==> src/rtl/cmp_pkg.sv <==
// ==== cmp_pkg : shared state encoding and slice-count constants for cmp_seq ====
// ==== rev 1.0                                                              ====
`default_nettype none

package cmp_pkg;

  typedef enum logic [0:0] {
    IDLE = 1'b0,
    RUN  = 1'b1
  } state_t;

  localparam int W_DEFAULT = 8;
  localparam int S_DEFAULT = 2;
  localparam int NSLICE    = W_DEFAULT / S_DEFAULT;
  localparam int CNT_W     = $clog2(NSLICE);

  function automatic int calc_nslice(input int w, input int s);
    return w / s;
  endfunction

  // Counter must hold NSLICE-1; keep at least one bit for the degenerate case.
  function automatic int calc_cnt_w(input int w, input int s);
    return ((w / s) > 1) ? $clog2(w / s) : 1;
  endfunction

endpackage

`default_nettype wire

==> src/rtl/cmp_slice.sv <==
// ==== cmp_slice : combinational unsigned S-bit equal / greater-than compare ====
// ==== rev 1.0                                                              ====
`default_nettype none

module cmp_slice #(
  parameter int S = 2
) (
  input  logic [S-1:0] x,
  input  logic [S-1:0] y,
  output logic         eq,
  output logic         gt
);

  assign eq = (x == y);
  assign gt = (x > y);

endmodule

`default_nettype wire

==> src/rtl/cmp_seq.sv <==
// ==== cmp_seq : sequential MSB-first magnitude comparator, early exit on first differing slice ====
// ==== rev 1.0                                                                                 ====
`default_nettype none

module cmp_seq
  import cmp_pkg::*;
#(
  parameter int W = W_DEFAULT,
  parameter int S = S_DEFAULT
) (
  input  logic         clk,
  input  logic         reset_n,
  input  logic         start,
  input  logic [W-1:0] a,
  input  logic [W-1:0] b,
  output logic         busy,
  output logic         done,
  output logic         aeqb,
  output logic         agtb,
  output logic         altb
);

  localparam int NSL = calc_nslice(W, S);
  localparam int CW  = calc_cnt_w(W, S);

  state_t         state, state_n;
  logic [W-1:0]   sa, sa_n, sb, sb_n;
  logic [CW-1:0]  cnt, cnt_n;
  logic           busy_n, done_n, aeqb_n, agtb_n, altb_n;
  logic           slice_eq, slice_gt;

  cmp_slice #(.S(S)) u_slice (
    .x  (sa[W-1 -: S]),
    .y  (sb[W-1 -: S]),
    .eq (slice_eq),
    .gt (slice_gt)
  );

  always_ff @(posedge clk or negedge reset_n) begin
    if (!reset_n) begin
      state <= IDLE;
      sa    <= '0;
      sb    <= '0;
      cnt   <= '0;
      busy  <= 1'b0;
      done  <= 1'b0;
      aeqb  <= 1'b0;
      agtb  <= 1'b0;
      altb  <= 1'b0;
    end else begin
      state <= state_n;
      sa    <= sa_n;
      sb    <= sb_n;
      cnt   <= cnt_n;
      busy  <= busy_n;
      done  <= done_n;
      aeqb  <= aeqb_n;
      agtb  <= agtb_n;
      altb  <= altb_n;
    end
  end

  // Results hold by default; done is a pulse so it defaults low.
  always_comb begin
    state_n = state;
    sa_n    = sa;
    sb_n    = sb;
    cnt_n   = cnt;
    busy_n  = busy;
    done_n  = 1'b0;
    aeqb_n  = aeqb;
    agtb_n  = agtb;
    altb_n  = altb;
    unique case (state)
      IDLE: begin
        if (start) begin
          sa_n    = a;
          sb_n    = b;
          cnt_n   = CW'(NSL - 1);
          aeqb_n  = 1'b0;
          agtb_n  = 1'b0;
          altb_n  = 1'b0;
          busy_n  = 1'b1;
          state_n = RUN;
        end
      end
      RUN: begin
        if (!slice_eq) begin
          agtb_n  = slice_gt;
          altb_n  = !slice_gt;
          done_n  = 1'b1;
          busy_n  = 1'b0;
          state_n = IDLE;
        end else if (cnt != '0) begin
          sa_n  = sa << S;
          sb_n  = sb << S;
          cnt_n = cnt - CW'(1);
        end else begin
          aeqb_n  = 1'b1;
          done_n  = 1'b1;
          busy_n  = 1'b0;
          state_n = IDLE;
        end
      end
      default: state_n = IDLE;
    endcase
  end

endmodule

`default_nettype wire

==> config.mk <==
export PLATFORM = sky130hd
export DESIGN_NAME = cmp_seq
export DESIGN_NICKNAME = d
export VERILOG_FILES = /design/src/rtl/cmp_pkg.sv /design/src/rtl/cmp_slice.sv /design/src/rtl/cmp_seq.sv
export SDC_FILE = /design/constraint.sdc
export NUM_CORES = 1
export LEC_CHECK = 0
export CORE_UTILIZATION = 49
export CTS_CLUSTER_DIAMETER = 200
export DETAILED_ROUTE_END_ITERATION = 10
export GPL_ROUTABILITY_DRIVEN = 1
export PLACE_DENSITY = 0.77
export SETUP_SLACK_MARGIN = 0.4
export SLEW_MARGIN = 10
export SYNTH_ARGS = -nofsm -noshare
export SYNTH_HDL_FRONTEND = slang
export SYNTH_HIERARCHICAL = 1
export SYNTH_SLANG_ARGS = --single-unit
==> constraint.sdc <==
create_clock -name clk -period 2 [get_ports clk]
set_input_delay 0.4 -clock clk [delete_from_list [all_inputs] [get_ports clk]]
set_output_delay 0.4 -clock clk [all_outputs]
set_load 0.01 [all_outputs]
=== Word level (Yosys, flattened, before mapping) ===
Index checks and enable logic that the tools add are counted.

* Flip-flop bits (word level): 24
* Bits of input ports: 19
* Output and inout bits: 5
* Word-level logic and storage cells: 56

* $add $sub $neg: 1
* $lt $le $gt $ge: 1
* Eq/ne operators: 7
* Mux-type cells: 31
* Bitwise logic cells: 1
* Reduce and logical (&&, ||, !) cells: 6

{| class="wikitable"
|+ Operators with widths
! kind !! count
|-
| $mux 8 || 6
|-
| $pmux 8 s2 || 2
|-
| $mux 1 || 14
|-
| $pmux 1 s2 || 5
|-
| $mux 2 || 3
|-
| $ne 2x2->1 const B || 3
|-
| $reduce_and 3->1 || 2
|-
| $ne 2x1->1 const B || 2
|-
| $pmux 2 s2 || 1
|-
| $reduce_and 2->1 || 2
|-
| $ne 3x3->1 const B || 1
|-
| $eq 2x2->1 || 1
|-
| $gt 2x2->1 || 1
|-
| $reduce_bool 2->1 || 1
|-
| $sub 2x1->2 const B || 1
|-
| $logic_not 1->1 || 1
|-
| $not 1->1 || 1
|}

=== Logic depth before layout (Yosys ltp) ===
* Depth in word-level cells: 4
* Mapped depth: 8
* Mapped depth without buffers: 6

=== By module ===
The synthesis kept the hierarchy.

{| class="wikitable"
|+ By module, submodules not included
! module !! instances !! cells an instance !! area each (µm²) !! seq. area each (µm²)
|-
| cmp_seq || 1 || 93 || 1091.0 || 600.6
|-
| cmp_slice || 1 || 8 || 60.1 || 0.0
|}

=== Worst setup path before layout ===
Ideal clock, no wire load.

* Kind: register -> register
* From: reg sb[6]
* To: reg sa[2]
* Setup time: 0.123 ns
* Arrival time: 1.494 ns
* Data required time: 1.877 ns
* Setup slack: 0.383 ns
* Cell stages (with the launch flop): 8
* Path buffers: 2
* Period minus slack after synthesis: 1.617 ns
* Path through: dfrtp_1 > ha_1 > and2_4 > buf_4 > nand3b_4 > o21ai_2 > buf_6 > o221a_2

* Longest elaborated chain between the ends: 3

{| class="wikitable"
|+ RTL lines
! what !! RTL line !! text
|-
| from (decl) || cmp_seq.sv:27 || <nowiki>logic [W-1:0] sa, sa_n, sb, sb_n;</nowiki>
|-
| from (signal assigned) || cmp_seq.sv:53 || <nowiki>sb <= sb_n;</nowiki>
|-
| $eq 2x2->1 || cmp_slice.sv:14 || <nowiki>assign eq = (x == y);</nowiki>
|-
| named net slice_eq || cmp_seq.sv:30 || <nowiki>logic slice_eq, slice_gt;</nowiki>
|-
| $ne 2x1->1 (no line) || -- ||
|-
| $reduce_and 3->1 (no line) || -- ||
|-
| to (signal assigned) || cmp_seq.sv:52 || <nowiki>sa <= sa_n;</nowiki>
|-
| to (decl) || cmp_seq.sv:27 ||
|}

The timed path passes the listed nets, and every way through them passes these cells.
A chain may end at the register's enable or synchronous reset.

=== Final worst setup path ===
* From: reg sa[7]
* To: reg sa[2]

* Longest elaborated chain between the ends: 3

{| class="wikitable"
|+ RTL lines
! what !! RTL line
|-
| $eq 2x2->1 || cmp_slice.sv:14
|-
| named net slice_eq || cmp_seq.sv:30
|-
| $ne 2x1->1 (no line) || --
|-
| $reduce_and 3->1 (no line) || --
|}

The timed path passes the listed nets, and every way through them passes these cells.

==> results.yml <==
drt:
  drt-total-wl_mm: 2.212
  drt_iter0_markers: 20
  wl_per_cell_um: 13.65
  drc: 0
  ant_nets: 0
  first_pass_iters: 6
  routed_via_density: 5.506
  via_count: 892
critical_path:
  crit_slowest_cell: "dfrtp_1"
  crit_buf_inv: 0
  crit_family: "flip-flops"
  crit_arrival_ns: 1.81
  critPathMaxStageDelay_ns: 0.44
  crit_path_end_kind: "flop"
  crit_chain: "ha_4 > and2_4 > nand3b_4 > o21ai_4 > o221a_2"
  crit_path_max_fanout: 8
  crit_type: "flop to flop"
  cp-start-kind: "flop"
  critPathRequiredTime_ns: 2.25
cells_and_area:
  regArea_um2: 600.6
  postLayoutCoreUtil_pct: 69.68
  multi_input_area_um2: 535.5
  syn_to_final_growth_pct: 33.91
  final_nets: 159
  fillers: 169
  drive_gt1_share_pct: 25.37
  antenna_cells: 0
yosys:
  ys_seq_area_share_pct: 52.17
  yosys-top-cells-count: "24 x dfrtp_1, 13 x nand2b_1, 12 x o221a_2, 9 x nand2_1, 8 x o21ai_0"
  synth_area_um2: 1151
  ys.flop_type: "dfrtp_1"
  ys_async_sr_fraction_pct: 100.0
  synthAdderAreaFrac_pct: 4.348
  yosysMostFrequentCell: "dfrtp_1"
  synth-compound-area-share_pct: 20.54
  synth_area_leaders: "dfrtp_1 52%, o221a_2 12%, nand2b_1 7.1%"
  synth-simple-area-share_pct: 15.76
  synth_top_family_by_area: "compound AO/OA/AOI/OAI gates"
  synth_cell_types: 23
  syn_area_per_cell_um2: 11.40
  synthMuxAreaShare_pct: 0.9783
  yosysWarnings: 6
  postSynthCellCount: 101
  synth_nets: 124
  synth_largest_area_cell: "dfrtp_1"
  ys_seq_elements: 24
  synth-xor-area-share_pct: 0
  synth_edf_count: 0
  synth_top_area_share_pct: 52.17
timing:
  setup_violations: 0
  skew_ns: 0.001222
  hold_viol: 0
  min_period_over_period_pct: 78.26
  hold_ws_ns: 0.4387
  slew_headroom_pct: 61.95
  worstMarginPinSlew_ns: 0.5707
  fmax_mhz: 638.9
  rsz0062_at_grt: "false"
  min_period_ns: 1.565
  maxSlewViolCount: 0
  fin_setup_tns_ns: 0
clock_network:
  path_clk_slew_ns: 0.12
  h-tree-depth: 1
  cts_buffer_depth: 2
  cts_made_buffers: 3
  worstSkewPairLatency_ns: 0.30
  hold_buffers: 0
  cts_tree: "yes"
  cts_sinks: 24
  cts-root-buf: "clkbuf_4"
power:
  leakage_uw: 0.0007212
  peakVddDrop_v: 0.0008217
  total_power_uw: 2411
  p_per_area_nw_per_um2: 1564
hold_path:
  hold_path_class: "input pin to async pin"
global_routing:
  grt_antenna_before_repair: 0
  grt_pass1_wl_mm: 3.822
  first_global_vias: 858
  overflow: 0
  grt_max_degree: 25
  gr-usage-all-layers_pct: 20.81
floorplanning:
  num_rows: 17
  core_region_area_um2: 2212
  dieHeight_um: 50.47
  die_area_um2: 2547
  chipWidth_um: 50.47
  io-pin-count: 24
  initial_core_util_pct: 52.04
place:
  io_buffers: 23
  gp_congestion: 0.7277
  dp_hpwl_mm: 1.428
flow_run:
  drv_cap: 0
status:
  status: "finished, final reports clean"
placed cells by master (no fill, tap or decap):
master	n
nand2b_1	13
buf_6	2
nand3b_4	2
a2bb2oi_1	1
a21boi_0	1
nand2_1	9
a21oi_2	1
dlygate4sd2_1	3
o221a_2	12
ha_1	3
o21ai_4	2
mux2_2	1
and2_4	1
nand3b_1	1
o21ai_0	8
a21oi_1	2
dlymetal6s2s_1	2
ha_4	1
clkbuf_4	3
nor2_1	4
dfrtp_1	24
buf_4	9
inv_1	7
nor2b_1	1
clkdlybuf4s50_1	18
and3b_1	1
a22o_1	2
area by class of cell:
| class | instances | share of cell area (%) |
|---|---|---|
| Inverter | 7 | 1.705 |
| Multi-Input combinational cell | 66 | 34.74 |
| Timing Repair Buffer | 34 | 20.86 |
| Tap cell | 28 | 2.273 |
| Sequential cell | 24 | 38.96 |
| Clock buffer | 3 | 1.461 |
per-stage QoR:
step	instances	setup WS, ns	instance area, um2
after global placement	148	0.3654	1394
after CTS	157	0.4008	1479
after detailed placement	148	0.3206	1394
final	162	0.4348	1541
after global routing	162	0.3901	1541
after floorplan	101	0.4122	1162
worst register-to-register path, stage by stage, from the launching register on:
cell and delay, ns:
dfrtp_1 0.44, ha_4 0.28, and2_4 0.21, nand3b_4 0.17, o21ai_4 0.17, o221a_2 0.24
flip-flops by register name, summed over array words and instances (netlist names):
register / flops
sa: 8
sb: 8
cnt: 2
aeqb: 1
agtb: 1
altb: 1
busy: 1
done: 1
state: 1
layer usage:
metal / wire length [um] / GRT usage, % / vias to the layer above / share of wire [%]
met5: 0 / 0 / - / 0
met4: 26 / 11.57 / 0 / 1.2
met3: 112 / 3.030 / 2 / 5.1
met2: 1151 / 35.33 / 31 / 52
met1: 921 / 25.20 / 431 / 42
li1: - / - / 428 / -
where the power goes:
part,internal [uW],leakage [uW],switching [uW]
combinational,732,0.000427,591
clock,70.1,0.0000138,130
sequential,717,0.000280,172
total,1520,0.000721,893
worst paths after layout:
kind                         start    end  slack [ns]  cells past startpoint
setup / recovery             sa[7]  sa[2]        0.43                      5
hold / removal             reset_n  sa[4]        0.44                      2
setup reg to reg             sa[7]  sa[2]        0.43                      5
hold reg to reg              sa[1]  sa[1]        0.54                      2
max in group asynchronous  reset_n   aeqb        1.33                      2
min in group clk             sa[1]  sa[1]        0.54                      2
timing repair:
item,CTS,global route
buffers inserted,4,5
endpoints found under the setup margin,17,21
gates cloned,2,0
resized for setup,5,5
pin swaps,0,3
logic make-up after synthesis:
| family | Yosys count |
|---|---|
| buffers and inverters | 13 |
| DFF | 24 |
| AOI/OAI and AO/OA | 28 |
| muxes | 1 |
| adders and majority gates | 4 |
| and+or+nand+nor | 31 |
Note: power is estimated with default switching activity, not from simulation.
